<file path="config.mk">
export PLATFORM = sky130hd
export DESIGN_NAME = fifo_rr_write_arbiter
export DESIGN_NICKNAME = d
export VERILOG_FILES = /design/src/rtl/fifo_rr_write_arbiter.sv
export SDC_FILE = /design/constraint.sdc
export NUM_CORES = 1
export LEC_CHECK = 0
export CORE_MARGIN = 2
export CORE_UTILIZATION = 46
export DETAILED_ROUTE_END_ITERATION = 8
export GPL_TIMING_DRIVEN = 1
export PLACE_DENSITY = 0.86
export SLEW_MARGIN = 20
export SYNTH_ARGS = -nofsm -noshare
export SYNTH_HDL_FRONTEND = slang
export SYNTH_SLANG_ARGS = --single-unit
</file>
<file path="constraint.sdc">
create_clock -name clk -period 6.7 [get_ports clk]
set_input_delay 0.67 -clock clk [delete_from_list [all_inputs] [get_ports clk]]
set_output_delay 0.67 -clock clk [all_outputs]
set_load 0.02 [all_outputs]
</file>
<file path="src/rtl/fifo_rr_write_arbiter.sv">
// Round-robin arbiter sharing one FIFO write port among requesters.
// Credit-based occupancy tracking with live level and high-water mark.
module fifo_rr_write_arbiter #(
  parameter int NUM_REQ    = 4,
  parameter int DATA_WIDTH = 8,
  parameter int DEPTH      = 8,
  parameter int LVL_W      = $clog2(DEPTH) + 1
) (
  input  logic                          clk,
  input  logic                          rst_n,
  input  logic [NUM_REQ-1:0]            req,
  input  logic [NUM_REQ*DATA_WIDTH-1:0] req_data,
  output logic [NUM_REQ-1:0]            gnt,
  output logic                          fifo_w_en,
  output logic [DATA_WIDTH-1:0]         fifo_data_in,
  input  logic                          fifo_full,
  input  logic                          fifo_empty,
  input  logic                          fifo_r_en,
  input  logic                          clr_max,
  output logic [LVL_W-1:0]              level,
  output logic [LVL_W-1:0]              max_level,
  output logic                          overflow_err
);

  localparam int CAP  = DEPTH - 1;
  localparam int PTR_W = $clog2(NUM_REQ);
  localparam int PW1  = PTR_W + 1;

  logic [PTR_W-1:0]      rr_ptr;
  logic [PTR_W-1:0]      gnt_idx;
  logic [PTR_W:0]        cand;
  logic                  found;
  logic                  space;
  logic                  inc;
  logic                  dec;
  logic [LVL_W-1:0]      level_nxt;
  logic [DATA_WIDTH-1:0] word;

  assign space = (level < LVL_W'(CAP));
  assign inc   = |gnt;
  assign dec   = fifo_r_en & ~fifo_empty;

  // Search upward from rr_ptr for the first active requester.
  always_comb begin
    gnt     = '0;
    gnt_idx = '0;
    found   = 1'b0;
    cand    = '0;
    for (int k = 0; k < NUM_REQ; k++) begin
      cand = {1'b0, rr_ptr} + PW1'(k);
      if (cand >= PW1'(NUM_REQ))
        cand = cand - PW1'(NUM_REQ);
      if (!found && req[cand[PTR_W-1:0]]) begin
        found   = 1'b1;
        gnt_idx = cand[PTR_W-1:0];
      end
    end
    if (found && space && rst_n)
      gnt[gnt_idx] = 1'b1;
  end

  // Select the granted requester's word.
  always_comb begin
    word = req_data[gnt_idx*DATA_WIDTH +: DATA_WIDTH];
  end

  // Next credited level; a read never drives it below zero.
  always_comb begin
    level_nxt = level;
    if (inc && !dec)
      level_nxt = level + LVL_W'(1);
    else if (!inc && dec && level != '0)
      level_nxt = level - LVL_W'(1);
  end

  // Commit a grant: write strobe, data and pointer advance.
  always_ff @(posedge clk or negedge rst_n) begin
    if (!rst_n) begin
      fifo_w_en    <= 1'b0;
      fifo_data_in <= '0;
      rr_ptr       <= '0;
    end else begin
      fifo_w_en <= inc;
      if (inc) begin
        fifo_data_in <= word;
        if (gnt_idx == PTR_W'(NUM_REQ - 1))
          rr_ptr <= '0;
        else
          rr_ptr <= gnt_idx + PTR_W'(1);
      end
    end
  end

  // Occupancy, high-water mark and sticky error tracking.
  always_ff @(posedge clk or negedge rst_n) begin
    if (!rst_n) begin
      level        <= '0;
      max_level    <= '0;
      overflow_err <= 1'b0;
    end else begin
      level <= level_nxt;
      if (clr_max)
        max_level <= level_nxt;
      else if (level_nxt > max_level)
        max_level <= level_nxt;
      if ((fifo_w_en && fifo_full) || (dec && level == '0))
        overflow_err <= 1'b1;
    end
  end

endmodule

</file>
Word-level counts from Yosys, hierarchy flattened
Cells that the tools add are included.
- register bits after elaboration: 20
- input port bits: 42
- output and inout bits: 22
- word-level logic and storage cells: 81
- add/sub/neg operators: 10
- magnitude comparators: 12
- equal/unequal tests: 1
- shift operators: 1
- mux-type cells: 28
- bitwise operators: 2
- reduce and logical (&&, ||, !) cells: 21
- operators by type and width (cell ; count):
    $shiftx 32x6->8 ; 1
    $mux 4 ; 5
    $mux 2 ; 9
    $lt 2x3->1 const B ; 5
    $logic_and 1x1->1 ; 11
    $ge 3x3->1 const B ; 3
    $mux 1 ; 9
    $bmux 1 s2 ; 4
    $sub 2x1->2 const B ; 4
    $add 2x2->3 const B ; 2
    $logic_not 1->1 ; 5
    $add 4x1->4 const B ; 1
    $gt 4x4->1 ; 1
    $logic_not 4->1 ; 1
    $lt 4x3->1 const B ; 1
    $reduce_bool 4->1 ; 1
    $reduce_or 4->1 ; 1
    $sub 4x1->4 const B ; 1
    $add 2x1->3 const B ; 1
    $ge 2x3->1 const B ; 1
    $add 2x1->2 const B ; 1
    $demux 1 s2 ; 1
    $eq 2x2->1 const B ; 1
    $ge 2x1->1 const B ; 1
    other kinds (4) ; 4

Depth between registers and ports, before layout
- word-level depth: 28
- gate-level depth with buffers: 17
- gate-level depth less buffers: 16

Least setup slack after synthesis
OpenSTA, ideal clock, no wires.
- path type: input -> register
- from: input req[2]
- to: register max_level[3]
- setup time: 0.090 ns
- data arrival time: 3.626 ns
- required time: 6.610 ns
- path slack: 2.985 ns
- stages: 16
- path buffers: 1
- path through: nor2b_1 > a22o_2 > nor2_4 > buf_4 > ha_1 > o31ai_4 > and2_4 > inv_2 > mux2i_1 > xor2_1 > ha_1 > nand4_1 > nor2_1 > a21o_1 > or4_1 > o2111ai_1
- word-level cells in the longest chain between the ends: 25
- elaborated cells on any way between the ends: 41
- classes of those cells: order compare (3); mux (23); reduce/logical (15)
- RTL lines (what ; RTL line ; RTL):
    start: declaration ; 11 ; input logic [NUM_REQ-1:0] req,
    $bmux 1 s2 ; 53 ; if (!found && req[cand[PTR_W-1:0]]) begin
    $mux 1 (not written as such) ; 53 ;
    $mux 1 ; 53 ;
    $logic_not 1->1 ; 53 ;
    $logic_and 1x1->1 ; 53 ;
    $mux 1 ; 53 ;
    $logic_not 1->1 ; 53 ;
    $logic_and 1x1->1 ; 53 ;
    (+9 left out) ; n/a ;
    $reduce_or 4->1 * ; 40 ; assign inc = |gnt;
    $logic_not 1->1 ; 72 ; else if (!inc && dec && level != '0)
    $logic_and 1x1->1 (2 in series) ; 72 ;
    $mux 4 ; 72 ;
    $mux 4 * ; 70 ; if (inc && !dec)
    via level_nxt[3] ; 36 ; logic [LVL_W-1:0] level_nxt;
    $gt 4x4->1 or $mux 4 (tied branches) ; 104 ; else if (level_nxt > max_level)
    $reduce_bool 2->1 (no source line) or $mux 4 (tied branches) ; n/a ;
    end signal: assignment ; 103 ; max_level <= level_nxt;
    end signal: assignment ; 105 ; max_level <= level_nxt;
    end: declaration ; 21 ; output logic [LVL_W-1:0] max_level,
Mark *: on every way through the listed nets, which the timed path passes. The rest lies on a longest branch. The select of a mux whose other input is x is not followed.
A chain may end at the register's enable or synchronous reset.

Worst setup path after layout
- from: input req[3]
- to: register max_level[3]
Same word-level chain as after synthesis.

==> metrics.md <==
| Metric | Value |
|---|---|
| Worst Min Path Start | `overflow_err` |
| CP required | `just under 7 ns` |
| Most common cell in the netlist | `mux2i_1` |
| 1st-iter DRT viols | `slightly below 100` |
| Total number of vias | `1467` |
| Comb pwr share | `66.6%` |
| Nets | `about 270` |
| Core ar. | `~0.003 mm2` |
| Die area | `between 0.003 and 0.004 mm2` |
| Async set-or-reset flop fraction in the synthesized netlist | `100%` |
| Min-Delay Path Depth | `1` |
| Outcome | `completed` |
| Core Util, Final | `between 70% and 80%` |
| H-tree lvl count | `1` |
| Total wire length | `between 4000 and 5000 um` |
| Average size of a mapped cell | `a little under 10 um2` |
| Final Cycle Share | `between 60% and 70%` |
| YS warnings | `0` |
| Area Growth Syn to Fin | `47.3%` |
| Port Buffer Count | `63` |
| DRC | `0` |
| Worst r2r path cells | `15` |
| Die Y | `a little over 60 um` |
| WP data arrival | `about 4.7 ns` |
| Num CTS Buffers | `3` |
| CTS root buf | `clkbuf_4` |
| Post-synthesis cell area | `around 0.0015 mm2` |
| Sw power | `approximately 0.43 mW` |
| Critical path capture point type | `flop` |
| Seq/Total Area, Yosys | `33.8%` |
| Share of cells above drive strength 1 | `between 9 and 10%` |
| Worst hold path class | `flop to flop` |
| Synthesized net count | `200` |
| Final ANT Viol Nets | `0` |
| RSZ-0062 raised after global routing | `false` |
| Slew headroom | `roughly three fifths` |
| Synth area leader | `dfrtp_1` |
| Sequential share of power | `a little over a quarter` |
| Clk buf depth | `2` |
| Global-route wire length before repair | `approximately 6600 um` |
| Antenna violations before repair | `0` |
| Die W | `~60 um` |
| Total GRT Usage | `24.2%` |
| N_diodes | `0` |
| FF-to-FF setup slack | `around 2.6 ns` |
| Pin count of the biggest net entering global routing | `22` |
| DP HPWL | `roughly 3400 um` |
| Post-CTS sizing | `0` |
| Cells after DPL | `between 200 and 300` |
| Hold buffers post-CTS | `0` |
| Synth unique cells | `42` |
| Synth top area cells | `dfrtp_1, mux2i_1, mux2_2, ha_1, nor2_1` |
| Clk sink count | `20` |
| Clk pwr share | `about 7.4%` |
| Yosys top cell area share | `between 30 and 40%` |
| Syn Inst Count | `~150` |
| VDD IR max | `0.218 mV` |
| Clock transition at the registers of the reported paths | `~0.11 ns` |
| Final Hold Fails | `0` |
| RR Endpoint | `max_level[3]` |
| Max Slew Vio Count | `0` |
| Crit Path Max Fanout | `17` |
| Final Non-Filler Cells | `259` |
| Total power draw | `approximately 0.94 mW` |
| Number of synthesized flops with an enable pin | `0` |
| Endpoint, Worst Hold | `overflow_err` |
| Post-CTS setup buffer count | `0` |
| Synth cell count leaders | `mux2i_1, dfrtp_1, nor2_1` |
| Slew at the pin closest to its max-slew limit | `approximately 0.61 ns` |
| Main synth FF type | `dfrtp_1` |
| Final min period | `4.47 ns` |
| FMAX | `around 220 MHz` |
| CTS tree | `yes` |
| RePlAce Congestion | `0.941` |
| Internal power | `0.518 mW` |
| Max cap viols | `0` |
| Sw Ratio | `a little under half` |
| Total negative slack | `0 ns` |
| Initial Util | `roughly half` |
| Number of global-route vias before repair | `1455` |
| Worst flop-to-flop path startpoint | `rr_ptr[1]` |
| Final setup vio count | `0` |
| # rows | `20` |
| Initial DRT Pass Iterations | `4` |
| Startpoint types | `input pin` |
| CP Class | `input pin to flop` |
| Clk_skew | `roughly 0.0049 ns` |
| Vias/cell | `between 5 and 6` |
| Leakage | `0.937 nW` |
| Grt ovf | `0` |
| Synthesized flop and latch total | `20` |
| Clk_lat worst skew | `roughly 0.30 ns` |
| PwrDens | `about 430 mW/mm2` |
| # IOs | `64` |
| Avg WL per Cell | `approximately 16 um` |
how the worst max path moves through the flow:
stage,startpoint,endpoint,slack (ns),depth (start not counted)
5_1_grt,req[2],max_level[0],2.02,16
6_report,req[3],max_level[3],2.23,16
4_1_cts,req[3],max_level[3],2.24,16
2_1_floorplan,req[2],max_level[3],2.98,16
3_5_place_dp,req[2],max_level[3],1.94,16
3_3_place_gp,req[2],max_level[3],2.14,16
stage by stage:
stage / setup slack, ns / hold slack, ns / cell area, um2
final: 2.23 / 0.503 / 2180
after global routing: 2.02 / 0.543 / 2180
after CTS: 2.24 / 0.507 / 2180
after detailed placement: 1.94 / 0.477 / 2150
after global placement: 2.14 / 0.468 / 2150
after floorplan: 2.98 / 0.374 / 1480
cells by family (layout without fill, tap and decap cells):
| logic type | Yosys count | in the layout | synth area share (%) |
|---|---|---|---|
| fa+ha+maj | 7 | 7 | 5.91 |
| buf+inv | 12 | 76 | 3.88 |
| xor+xnor | 3 | 3 | 1.77 |
| simple gates | 45 | 45 | 15.9 |
| compound gates | 30 | 30 | 15.2 |
| flops | 20 | 20 | 33.8 |
| mux | 34 | 34 | 23.6 |
per-layer routing:
| metal | up-vias | routed length [um] | track usage (%) |
|---|---|---|---|
| li1 | 686 | - | - |
| met1 | 714 | 1630 | 28.7 |
| met2 | 59 | 2170 | 44.7 |
| met3 | 8 | 211 | 3.62 |
| met4 | 0 | 82 | 7.76 |
| met5 | - | 0 | 0 |
placed cells by master, fill, tap and decap left out, types with 2 or more instances in the layout:
cell              n
a21o_1            2
a31oi_1           3
nand4_1           2
o21ai_0           5
xnor2_1           2
nand3_1           4
nor3_1            2
a211oi_1          2
clkbuf_4          3
clkdlybuf4s50_1  63
nand2b_1          6
nor2b_1           3
mux2_2            8
a21oi_1           6
a221o_1           2
dfrtp_1          20
or4_1             2
ha_1              7
nand2_1           9
inv_2             2
nor2_1           11
inv_1             6
mux2i_1          26
critical path: stages:
cell and delay (ns):
clkdlybuf4s50_1 0.58, mux2i_1 0.11, a22o_2 0.27, nor2_4 0.51, ha_1 0.33, o31ai_4 0.10
and2_4 0.20, inv_2 0.22, mux2i_1 0.25, xor2_1 0.23, ha_1 0.29, nand4_1 0.10
nor2_1 0.06, a21o_1 0.21, or4_1 0.42, o2111ai_1 0.11
sequential cells by signal, summed over array words and instances, names as in the netlist:
name	count
fifo_w_en	1
fifo_data_in	8
max_level	4
overflow_err	1
level	4
rr_ptr	2
power groups by stage:
stage                     sequential [mW]  combinational, mW  clock [mW]
after CTS                           0.244              0.635      0.0708
after global routing                0.254              0.688      0.0759
after global placement              0.244              0.610           0
after floorplan                     0.290              0.366           0
final                               0.245              0.629      0.0699
after detailed placement            0.247              0.632           0
layout make-up:
class                      count  area (um2)
sequential                    20         500
multi-input combinational    119         925
clock buffer                   4        36.3
timing repair buffer          64         638
fill                         245         868
inverter                       8        30.0
tap                           44        55.1
Power figures use the tool's default switching activity.
==> edit 1: new RTL, config.mk and constraints unchanged <==
Change the parameter `DEPTH` from 8 to 4.
--- a/src/rtl/fifo_rr_write_arbiter.sv
+++ b/src/rtl/fifo_rr_write_arbiter.sv
@@ -5,3 +5,3 @@
   parameter int DATA_WIDTH = 8,
-  parameter int DEPTH      = 8,
+  parameter int DEPTH      = 4,
   parameter int LVL_W      = $clog2(DEPTH) + 1
Interface: changed (resized level and max_level); port bits go from 64 to 62. No check against the original RTL was run, so the function may have changed too.
==> edit 1 against the unedited design <==
  * Setup slack worse by 190 ps
  * Critical path depth stayed put
  * Area after synthesis is 1.9% lower
  * Global-route usage is 2.3 points lower
  * Sequential cell count is 2 lower
  * Critical path type unchanged
  * Largest cell class unchanged
  * Utilization is 1.4 points lower
  * Total power is 3.2% lower
  * Design area is 2.8% lower
  * Synthesized cell count is 9.3% lower
  * Critical endpoint is now max_level[1]
  * Wire length is 13% lower
  * Combinational power hardly changed
==> edit 1: results (changes against the unedited design) <==
The flow ran to the end, and the final reports show no timing, DRC or antenna violations. The cell family contributing the most delay on the critical path is compound AO/OA/AOI/OAI gates. The worst path setup slack after routing came out at 2050 ps (-188 ps).

The layout filler cell count is 225 (-8.2%). The met2 capacity usage during global routing came out at 0.370 (-0.0774). The sequential fraction of the synthesis area came out at 0.310 (-0.0280). In the final layout, the registers with the most flip-flops are fifo_data_in (8), level (3), max_level (3).

The via-per-instance ratio was 5.66 (about the same). The number of I/O port buffers came to 61 (-3.2%). The endpoint of the worst hold path is fifo_data_in[4]. The met1 usage is 0.252 (-0.0345).

The final weighted congestion of routability-driven global placement is 0.819 (-13%). The maximum ir drop on the vdd rail was 0.197 mV (-9.9%). After clock tree synthesis, the clock-pin slew on the worst setup and hold paths is 100 ps. The critical path ends at max_level[1].

The sum of met3 wire segment lengths after detailed routing came out at 407 um (+93%). The number of post-CTS setup repair buffers is 0 (unchanged). The post-synthesis share of cell area spent on xor and xnor gates came out at 0.0120 (-0.00568). The power dissipated by switching net loads is 0.408 mW (-4.3%).

The number of search-and-repair iterations in the first detailed-routing pass came out at 6 (+2). The number of nets in the layout is 249 (-6.0%). The startpoint identified for the worst hold timing path is fifo_data_in[4]. The leakage component of the power came out at 0.911 nW (-2.8%).

The number of antenna diodes came to 0 (unchanged). The start point of the critical path is req[2]. The combined global-route utilization of all metal layers is 0.219 (-0.0228). The adder and majority cell fraction of the synthesized area came to 0.0602 (+0.00112). The initial standard-cell utilization of the core came to 0.481 (-0.00508). The met1 wire length is 1370 um (-16%). The cell with the largest stage delay on the worst path is sky130_fd_sc_hd__and2_1. The share of the synthesized area in compound gates (AO/OA/AOI/OAI) is 0.201 (+0.0493). The slew at the pin with the worst max-slew slack came out at 943 ps (+333 ps).

Ranked by total cell area, the synthesized netlist is headed by sky130_fd_sc_hd__dfrtp_1 (31%), sky130_fd_sc_hd__mux2i_1 (17%), sky130_fd_sc_hd__mux2_4 (7.2%). The commonest cells after synthesis are sky130_fd_sc_hd__mux2i_1 (25), sky130_fd_sc_hd__dfrtp_1 (18), sky130_fd_sc_hd__inv_1 (8). The largest net degree at the start of global routing is 21 (-4.5%). The routed length on met2 came to 1740 um (-20%). The pre-CTS worst setup slack is 1820 ps (-122 ps).

The multiplexer share of the synthesized area came out at 0.260 (+0.0234). The worst setup skew after layout came out at 3.59 ps (-1.35 ps). More flip-flops sit in one register than any other, and that register is fifo_data_in. The arrival time reported for the critical path endpoint came out at 4870 ps (+180 ps). The sum of net half-perimeters after detailed placement came out at 2890 um (-15%). The DRC violation total after the first TritonRoute iteration came out at 78 (-20%).

The fraction of final layout cells sized beyond drive strength 1 came out at 0.111 (+0.0129). The reg2reg setup slack is 2430 ps (-200 ps).
## edit 1: final cells by class
| type | count | area (um^2) | area share |
|---|---|---|---|
| multi-input cells | 107 | 935 | 0.440 |
| clock buffers | 4 | 36.3 | 0.0171 |
| well taps | 44 | 55.1 | 0.0259 |
| flip-flops and latches | 18 | 450 | 0.212 |
| inverters | 9 | 36.3 | 0.0171 |
| repair buffers | 61 | 611 | 0.288 |
## edit 1: through the flow
step                      cells  hold WS [ps]  power (mW)  utilization  area, um^2
after floorplan             137           374       0.645            -        1460
after global routing        243           536       0.982        0.701        2120
after global placement      239           493       0.811        0.689        2090
after CTS                   243           527       0.912        0.701        2120
final                       243           523       0.915        0.701        2120
after detailed placement    239           490       0.841        0.689        2090
## edit 1: worst register-to-register path, stage by stage (launching register included)
cell	delay, ps
sky130_fd_sc_hd__dfrtp_1	450
sky130_fd_sc_hd__mux2i_1	280
sky130_fd_sc_hd__o22a_1	210
sky130_fd_sc_hd__and2_1	760
sky130_fd_sc_hd__ha_1	380
sky130_fd_sc_hd__o31ai_1	150
sky130_fd_sc_hd__a211oi_2	300
sky130_fd_sc_hd__o21ai_1	120
sky130_fd_sc_hd__a32oi_1	250
sky130_fd_sc_hd__ha_1	310
sky130_fd_sc_hd__nor2b_1	150
sky130_fd_sc_hd__o21ai_1	160
sky130_fd_sc_hd__a32o_1	200
sky130_fd_sc_hd__a21oi_1	80
sky130_fd_sc_hd__a41o_1	230
sky130_fd_sc_hd__a31oi_1	160
## edit 1: power by group through the flow
stage	Combinational, mW	Sequential [mW]	Clock, mW
finish	0.628	0.219	0.0671
global route	0.684	0.227	0.0716
CTS	0.626	0.219	0.0677
detailed placement	0.623	0.218	0
global placement	0.595	0.216	0
floorplan	0.381	0.264	0
==> edit 2: new RTL, same settings <==
Made on the original files. Make the reset (`rst_n`) synchronous in 2 clocked blocks.
--- a/src/rtl/fifo_rr_write_arbiter.sv
+++ b/src/rtl/fifo_rr_write_arbiter.sv
@@ -76,3 +76,3 @@
   // Commit a grant: write strobe, data and pointer advance.
-  always_ff @(posedge clk or negedge rst_n) begin
+  always_ff @(posedge clk) begin
     if (!rst_n) begin
@@ -94,3 +94,3 @@
   // Occupancy, high-water mark and sticky error tracking.
-  always_ff @(posedge clk or negedge rst_n) begin
+  always_ff @(posedge clk) begin
     if (!rst_n) begin
Behaviour: differs if rst_n is asserted again (counterexample within 4 cycles, from zero or initial values and one cycle with rst_n low); with rst_n held inactive, the same outputs for 10 cycles.
==> edit 2 against the unedited design <==
  * Critical path depth unchanged
  * Largest cell class unchanged
  * Sequential cell count is the same
  * Wire length decreased by 0.34%
  * Setup slack got worse by 740 ps
  * Clock skew rose by 2.0 ps
  * Design area down 4.3%
  * Area after synthesis decreased by 3.7%
Power is not compared: it rests on default switching activity, and its combinational part moved more than twofold at a synthesized area within 25%.
==> edit 2: results (changes against the unedited design) <==
The post-detailed-placement cell area is 0.00205 mm^2 (-4.4%). The met2 capacity usage during global routing came to 0.404 (-0.0433). The multi-input gate area in the final layout is 933 um^2 (+0.95%). The multiplexer share of the synthesized area came out at 0.0289 (-0.207). The via total after detailed routing is 1571 (+7.1%). The post-synth net total is 228 (+14%).

The layout filler cell count is 250 (+2.0%). The sum of met3 wire segment lengths after detailed routing came to 159 um (-25%). The final critical-path required period was 5200 ps (+738 ps). The met1 usage came out at 0.304 (+0.0174). The number of distinct library cells after synthesis is 45 (+7.1%). The combined global-route utilization of all metal layers is 0.231 (-0.0114). The delay of the slowest cell on the worst path is 800 ps (+220 ps). The launching point of the worst reg2reg path is rr_ptr[0].

The routed wire length per instance was 15.0 um (-5.1%). In the synthesized netlist the dominant register cell turns out to be sky130_fd_sc_hd__dfxtp_1. The met3 layer usage reported by global route was 0.0303 (-0.00594).

Grouping stages by cell kind, the critical path spends the most delay in compound AO/OA/AOI/OAI gates. The met1 wire length came out at 1850 um (+13%). The post-synthesis share of cell area spent on xor and xnor gates is 0 (-0.0177).

The fraction of final layout cells sized beyond drive strength 1 came to 0.0628 (-0.0349). In this run the most critical hold path is launched from fifo_data_in[0]. The adder and majority cell fraction of the synthesized area is 0.0613 (+0.00228). The commonest cells after synthesis are sky130_fd_sc_hd__nand2_1 (35), sky130_fd_sc_hd__dfxtp_1 (20), sky130_fd_sc_hd__a21oi_1 (19). The number of global-route vias before repair is 1457 (+0.14%). The sequential fraction of the synthesis area came out at 0.280 (-0.0571). The via-per-instance ratio came out at 5.78 (+2.0%). The cell count after placement came to 268 (+5.1%). The pre-CTS worst setup slack was 1240 ps (-702 ps). The worst-case hold slack came to 463 ps (-40.3 ps). The run finished with clean final reports. The synthesized instance count came out at 179 (+19%).

The slowest stage of the critical path belongs to the cell sky130_fd_sc_hd__o31ai_4. The global-route wire length before repair is 6370 um (-3.4%). The arrival time reported for the critical path endpoint came out at 5430 ps (+740 ps). The worst setup skew after layout is 6.98 ps (+2.03 ps). The number of stages on the worst hold path came out at 2 (+1). The sum of net half-perimeters after detailed placement was 3210 um (-5.3%). The routed length on met2 came out at 2050 um (-5.8%). The reg2reg setup slack came to 1990 ps (-640 ps). The path with the worst hold slack has its endpoint at fifo_data_in[0]. By area the synthesized netlist is led by sky130_fd_sc_hd__dfxtp_1 (28%), sky130_fd_sc_hd__nand2_1 (9.2%), sky130_fd_sc_hd__a21oi_1 (6.7%). The share of async-settable or async-resettable flops after synthesis came out at 0 (-1.00).
[edit 2: power by group through the flow]
stage	Sequential [mW]	Clock, mW	Combinational (mW)
floorplan	0.180	0	0.131
global placement	0.159	0	0.241
detailed placement	0.159	0	0.246
CTS	0.157	0.0712	0.247
global route	0.159	0.0748	0.273
finish	0.157	0.0693	0.248
[edit 2: worst max path at each step]
| stage | from | endpoint | depth (start not counted) |
|---|---|---|---|
| finish | req[0] | max_level[0] | 16 |
| global route | req[0] | max_level[1] | 16 |
| CTS | req[0] | max_level[0] | 16 |
| detailed placement | req[0] | max_level[0] | 16 |
| global placement | req[2] | max_level[0] | 16 |
| floorplan | req[2] | max_level[0] | 17 |
[edit 2: layout make-up]
cell class | count | share of cell area
Clock buffer | 4 | 0.0174
Sequential cell | 20 | 0.192
Tap cell | 33 | 0.0197
Inverter | 13 | 0.0233
Multi-Input combinational cell | 139 | 0.446
Timing Repair Buffer | 63 | 0.302
